--- config.mk ---
export PLATFORM = sky130hd
export DESIGN_NAME = reg_dump_flat
export DESIGN_NICKNAME = d
export VERILOG_FILES = /design/src/rtl/reg_dump_if.sv /design/src/rtl/reg_dump.sv /design/src/flat_wrapper.sv
export SDC_FILE = /design/constraint.sdc
export NUM_CORES = 1
export LEC_CHECK = 0
export BUFFER_PORTS_ARGS = -buffer_cell sky130_fd_sc_hd__buf_2
export CAP_MARGIN = 20
export CORE_MARGIN = 2
export CORE_UTILIZATION = 31
export DETAILED_ROUTE_END_ITERATION = 8
export SYNTH_ARGS = -nofsm -noshare
export SYNTH_HDL_FRONTEND = slang
export SYNTH_SLANG_ARGS = --single-unit
export TNS_END_PERCENT = 10
--- constraint.sdc ---
create_clock -name CLK -period 2 [get_ports CLK]
set_clock_uncertainty 0.15 [all_clocks]
set_input_delay 0.1 -clock CLK [delete_from_list [all_inputs] [get_ports CLK]]
set_output_delay 0.1 -clock CLK [all_outputs]
set_load 0.02 [all_outputs]
--- src/rtl/reg_dump_if.sv ---
// Output stream of the register dump engine: one word plus its register
// index, moved under a valid/ready handshake.
interface reg_dump_if #(
    parameter int W = 8,
    parameter int D = 4
);
    logic         out_valid;
    logic         out_ready;
    logic [W-1:0] out_data;
    logic [D-1:0] out_addr;

    // Dump engine side: presents words and waits for the sink.
    modport master (
        output out_valid,
        output out_data,
        output out_addr,
        input  out_ready
    );

    // Sink side: accepts words by raising out_ready.
    modport slave (
        input  out_valid,
        input  out_data,
        input  out_addr,
        output out_ready
    );
endinterface

--- src/rtl/reg_dump.sv ---
// Debug read-out engine for the register file. Walks a wrap-around index
// window through the spare combinational read port, streams each value out
// and keeps a running mod-2**W checksum. Holds off core writes while busy.
module reg_dump #(
    parameter int W = 8,
    parameter int D = 4
) (
    input  logic          CLK,
    input  logic          reset_n,
    input  logic          start,
    input  logic          abort,
    input  logic [D-1:0]  first,
    input  logic [D-1:0]  last,
    output logic [D-1:0]  rd_addr,
    input  logic [W-1:0]  rd_data,
    reg_dump_if.master    out_if,
    output logic          busy,
    output logic          hold,
    output logic          done,
    output logic [W-1:0]  checksum
);

    typedef enum logic [1:0] {
        S_IDLE,
        S_READ,
        S_SEND,
        S_DONE
    } state_t;

    state_t       r_state;
    logic [D-1:0] r_ptr;
    logic [D-1:0] r_last;
    logic         r_out_valid;
    logic [W-1:0] r_out_data;
    logic [D-1:0] r_out_addr;
    logic         r_busy;
    logic         r_done;
    logic [W-1:0] r_checksum;
    logic         w_handshake;

    // Outputs are driven straight from registers; the read address is the walk pointer.
    assign rd_addr          = r_ptr;
    assign out_if.out_valid = r_out_valid;
    assign out_if.out_data  = r_out_data;
    assign out_if.out_addr  = r_out_addr;
    assign busy             = r_busy;
    assign hold             = r_busy;
    assign checksum         = r_checksum;
    assign w_handshake      = r_out_valid & out_if.out_ready;

    // The pulse register is set on entry to DONE; an abort seen during that
    // one DONE cycle masks it so a cancelled dump never reports completion.
    assign done = r_done & ~abort;

    // Dump state machine: window walk, output word register, checksum and status.
    // NOTE: all state here uses non-blocking assignments so every branch reads
    // the pre-edge values, independent of statement order.
    always_ff @(posedge CLK or negedge reset_n) begin
        if (!reset_n) begin
            r_state     <= S_IDLE;
            r_ptr       <= '0;
            r_last      <= '0;
            r_out_valid <= 1'b0;
            r_out_data  <= '0;
            r_out_addr  <= '0;
            r_busy      <= 1'b0;
            r_done      <= 1'b0;
            r_checksum  <= '0;
        end else if (abort && r_state != S_IDLE) begin
            // Cancel wins over any same-cycle handshake; checksum keeps its partial sum.
            r_state     <= S_IDLE;
            r_out_valid <= 1'b0;
            r_busy      <= 1'b0;
            r_done      <= 1'b0;
        end else begin
            case (r_state)
                S_IDLE: begin
                    r_done <= 1'b0;
                    if (start) begin
                        r_ptr      <= first;
                        r_last     <= last;
                        r_checksum <= '0;
                        r_busy     <= 1'b1;
                        r_state    <= S_READ;
                    end
                end
                S_READ: begin
                    r_out_data  <= rd_data;
                    r_out_addr  <= r_ptr;
                    r_out_valid <= 1'b1;
                    r_state     <= S_SEND;
                end
                S_SEND: begin
                    if (w_handshake) begin
                        r_checksum  <= r_checksum + r_out_data;
                        r_out_valid <= 1'b0;
                        if (r_ptr == r_last) begin
                            r_done  <= 1'b1;
                            r_state <= S_DONE;
                        end else begin
                            r_ptr   <= r_ptr + D'(1);
                            r_state <= S_READ;
                        end
                    end
                end
                S_DONE: begin
                    r_done  <= 1'b0;
                    r_busy  <= 1'b0;
                    r_state <= S_IDLE;
                end
                default: begin
                    r_state <= S_IDLE;
                end
            endcase
        end
    end

endmodule

--- src/flat_wrapper.sv ---
// flat-port wrapper written by rule: the top's interface ports become plain ports
module reg_dump_flat 
#(
    parameter int W = 8,
    parameter int D = 4
)
  (CLK, reset_n, start, abort, first, last, rd_addr, rd_data, busy, hold, done, checksum, out_if_out_valid, out_if_out_data, out_if_out_addr, out_if_out_ready);
  reg_dump_if #(.W(W), .D(D)) out_if_i ();
  input  logic CLK;
  input  logic reset_n;
  input  logic start;
  input  logic abort;
  input  logic [D-1:0] first;
  input  logic [D-1:0] last;
  output logic [D-1:0] rd_addr;
  input  logic [W-1:0] rd_data;
  output logic busy;
  output logic hold;
  output logic done;
  output logic [W-1:0] checksum;
  output wire logic [$bits(out_if_i.out_valid)-1:0] out_if_out_valid;
  output wire logic [$bits(out_if_i.out_data)-1:0] out_if_out_data;
  output wire logic [$bits(out_if_i.out_addr)-1:0] out_if_out_addr;
  input wire logic [$bits(out_if_i.out_ready)-1:0] out_if_out_ready;
  assign out_if_out_valid = out_if_i.out_valid;
  assign out_if_out_data = out_if_i.out_data;
  assign out_if_out_addr = out_if_i.out_addr;
  assign out_if_i.out_ready = out_if_out_ready;
  reg_dump #(.W(W), .D(D)) u_core (.CLK(CLK), .reset_n(reset_n), .start(start), .abort(abort), .first(first), .last(last), .rd_addr(rd_addr), .rd_data(rd_data), .out_if(out_if_i), .busy(busy), .hold(hold), .done(done), .checksum(checksum));
endmodule
==> flow_summary.yaml <==
synthesis:
  synthTopCellsByArea: "dfrtp_1 (45%), ha_1 (8.2%), mux2_1 (7.3%), a21oi_1 (3.8%), xor2_1 (3.3%)"
  yosys_most_used_dff: "dfrtp_1"
  ys_types: 44
  yosysSeqAreaShare_pct: 44.8
  syn_nets: 201
  postSynthAreaPerCell_um2: 11.0
  ys_warn_count: 0
  postSynthCellCount: 167
  synth_top_area_cell: "dfrtp_1"
  synth_top_area_share_pct: 44.8
  ys_ff_latch: 33
  syn_area_mm2: 0.00184
  synth_edf_count: 0
  async_flop_share_pct: 100
finish:
  drive_gt1_share_pct: 37.2
  diodes: 0
  area_growth_pct: 43.0
  layout_commonest_cell: "buf_2"
  fin_nets: 286
  final_cell_mix: "buf_2 (48), dfrtp_1 (31), dlygate4sd3_1 (17)"
  fin_util_pct: 45.3
sta:
  hold_slack_ps: 35.2
  layout_min_cycle_time_ps: 1940
  rsz0062_at_grt: "true"
  worstMarginPinSlew_ps: 771
  drv_slew: 0
  min_period_over_period_pct: 96.9
  hold_viol: 0
  setup_tns_ps: 0
  max_freq_mhz: 516
  slew_headroom_pct: 48.6
  final-setup-viol-count: 0
route:
  drc: 0
  wire_per_inst_um: 13.1
  drt_iter0_markers: 46
  postRouteAntennaNets: 0
  drt_pass1_iterations: 4
  avgViaCountPerCell: 4.87
  drt_wl_total_um: 4310
  vias: 1597
critical_path:
  crit_chain: "ha_4, a211oi_4, o21bai_2, o41ai_2, a21oi_1, a2bb2oi_2"
  crit_arrival_ps: 1960
  max_stage_delay_ps: 410
  worst-path-buf-inv: 0
  worst-path-max-fanout: 2
  cp-start-kind: "flip-flop"
  rrSetupSlack_ps: 60
  critical_path_class: "reg -> reg"
  required_ps: 2030
  crit_slowest_cell: "dfrtp_1"
  end_kind: "flip-flop"
  critPathTopFamily: "compound AO/OA/AOI/OAI gates"
floorplan:
  die_h_um: 81.1
  coreArea_mm2: 0.00582
  num_rows: 28
  start_util_pct: 31.7
  dieArea_mm2: 0.00657
  io_pins: 49
  fp.dieW_um: 81.1
clock_network:
  path_clk_slew_ps: 70
  cts_root_buf: "clkbuf_8"
  clock_latency_ps: 280
  htree_levels: 2
  cts_made_buffers: 5
  cts_buffer_depth: 2
  cts_tree: "built"
  cts_num_sinks: 33
global_route:
  grt_usage_pct: 14.0
  grt_pass1_wl_um: 6890
  busiest_layer: "met2"
  met2_usage_pct: 23.6
  met3_usage_pct: 3.44
  use_met1_pct: 16.8
  grt_max_degree: 34
  grt_overflow: 0
  grt_pass1_vias: 1496
  antenna_found_initial: 0
power:
  p_leak_nw: 1.24
  swShare_pct: 44.2
  ir_drop_uv: 673
  seqPwrFrac_pct: 29.0
  comb_power_share_pct: 59.5
  powerDensity_mw_per_mm2: 1640
  p_int_mw: 2.41
  power_frac_clock_pct: 11.5
  switchingPower_mw: 1.91
status:
  outcome: "completed"
placed_design:
  place_congestion: 0.801
  dp_hpwl_um: 3130
  io_buffers: 48
hold_path:
  hold_class: "in -> reg"
run:
  maxCapViolations: 0
per-layer routing:
layer,up-vias,share of wire [%]
met1,767,46
met3,7,4.5
met4,0,1.6
met5,-,0
met2,42,48
li1,781,-
power by group through the flow:
| stage | clock network, mW | logic (mW) | registers (mW) |
|---|---|---|---|
| finish | 0.496 | 2.57 | 1.25 |
| global route | 0.549 | 2.80 | 1.30 |
| CTS | 0.521 | 2.45 | 1.23 |
| detailed placement | 0 | 2.40 | 1.24 |
| global placement | 0 | 2.37 | 1.23 |
| floorplan | 0 | 1.30 | 1.53 |
Yosys cell counts, drive strengths merged (2+ instances only):
library cell,number
nor3,2
a21boi,2
or2,2
dfrtp,33
xor2,7
nand2b,3
o21ai,7
mux2,16
inv,3
ha,12
nor4,3
a21oi,15
nor2,6
nand2,16
a21o,5
and3,2
nor2b,3
buf,4
mux2i,4
nand3,5
layout make-up:
class / instances / area, um^2
clock buffers: 7 / 76.3
inverters: 3 / 11.3
well taps: 75 / 93.8
flip-flops and latches: 33 / 828
repair buffers: 82 / 551
fillers: 576 / 3180
clock inverters: 1 / 7.51
multi-input cells: 127 / 1070
sequential cells by signal, summed over array words and instances, names as in the netlist:
signal / count
u_core.checksum: 8
u_core.out_if.out_addr: 4
u_core.busy: 1
u_core.out_if.out_valid: 1
u_core.rd_addr: 4
u_core.r_state: 2
u_core.out_if.out_data: 8
u_core.r_last: 4
u_core.r_done: 1
through the flow:
| step | setup slack [ps] | instance area (um^2) | instances | total power [mW] |
|---|---|---|---|---|
| after CTS | 18.8 | 2560 | 327 | 4.21 |
| after floorplan | 12.9 | 1850 | 167 | 2.83 |
| after global routing | -27.5 | 2630 | 328 | 4.66 |
| final | 62.5 | 2630 | 328 | 4.32 |
| after global placement | 15.0 | 2290 | 302 | 3.60 |
| after detailed placement | -22.4 | 2290 | 302 | 3.65 |
final timing paths:
check                                          startpoint                        end  cells after the start
worst min register to register  u_core.out_if.out_addr[2]  u_core.out_if.out_addr[2]                      1
worst max-delay path            u_core.out_if.out_data[1]         u_core.checksum[7]                      6
max in group asynchronous                         reset_n         u_core.checksum[0]                      2
min in group asynchronous                         reset_n         u_core.checksum[2]                      2
worst max register to register  u_core.out_if.out_data[1]         u_core.checksum[7]                      6
worst min-delay path                     out_if_out_ready    u_core.out_if.out_valid                      4
cell families after synthesis:
group,Yosys count,share of synthesized area (%)
xor+xnor,7,3.33
mux,20,12.0
fa+ha+maj,13,9.24
simple gates,46,13.9
compound gates,41,14.9
buf+inv,7,1.83
flops,33,44.8
worst min-delay path, stage by stage:
cell	delay, ps
buf_2	130
nand2_1	60
nand2_1	50
a21boi_0	70
what timing repair did:
action,CTS,global route
hold endpoints to repair,49,0
resized for setup,2,11
buffers inserted,0,1
endpoints found under the setup margin,2,7
pin swaps,0,8
hold buffers,17,0
No activity file was read; power rests on OpenSTA's default activity.
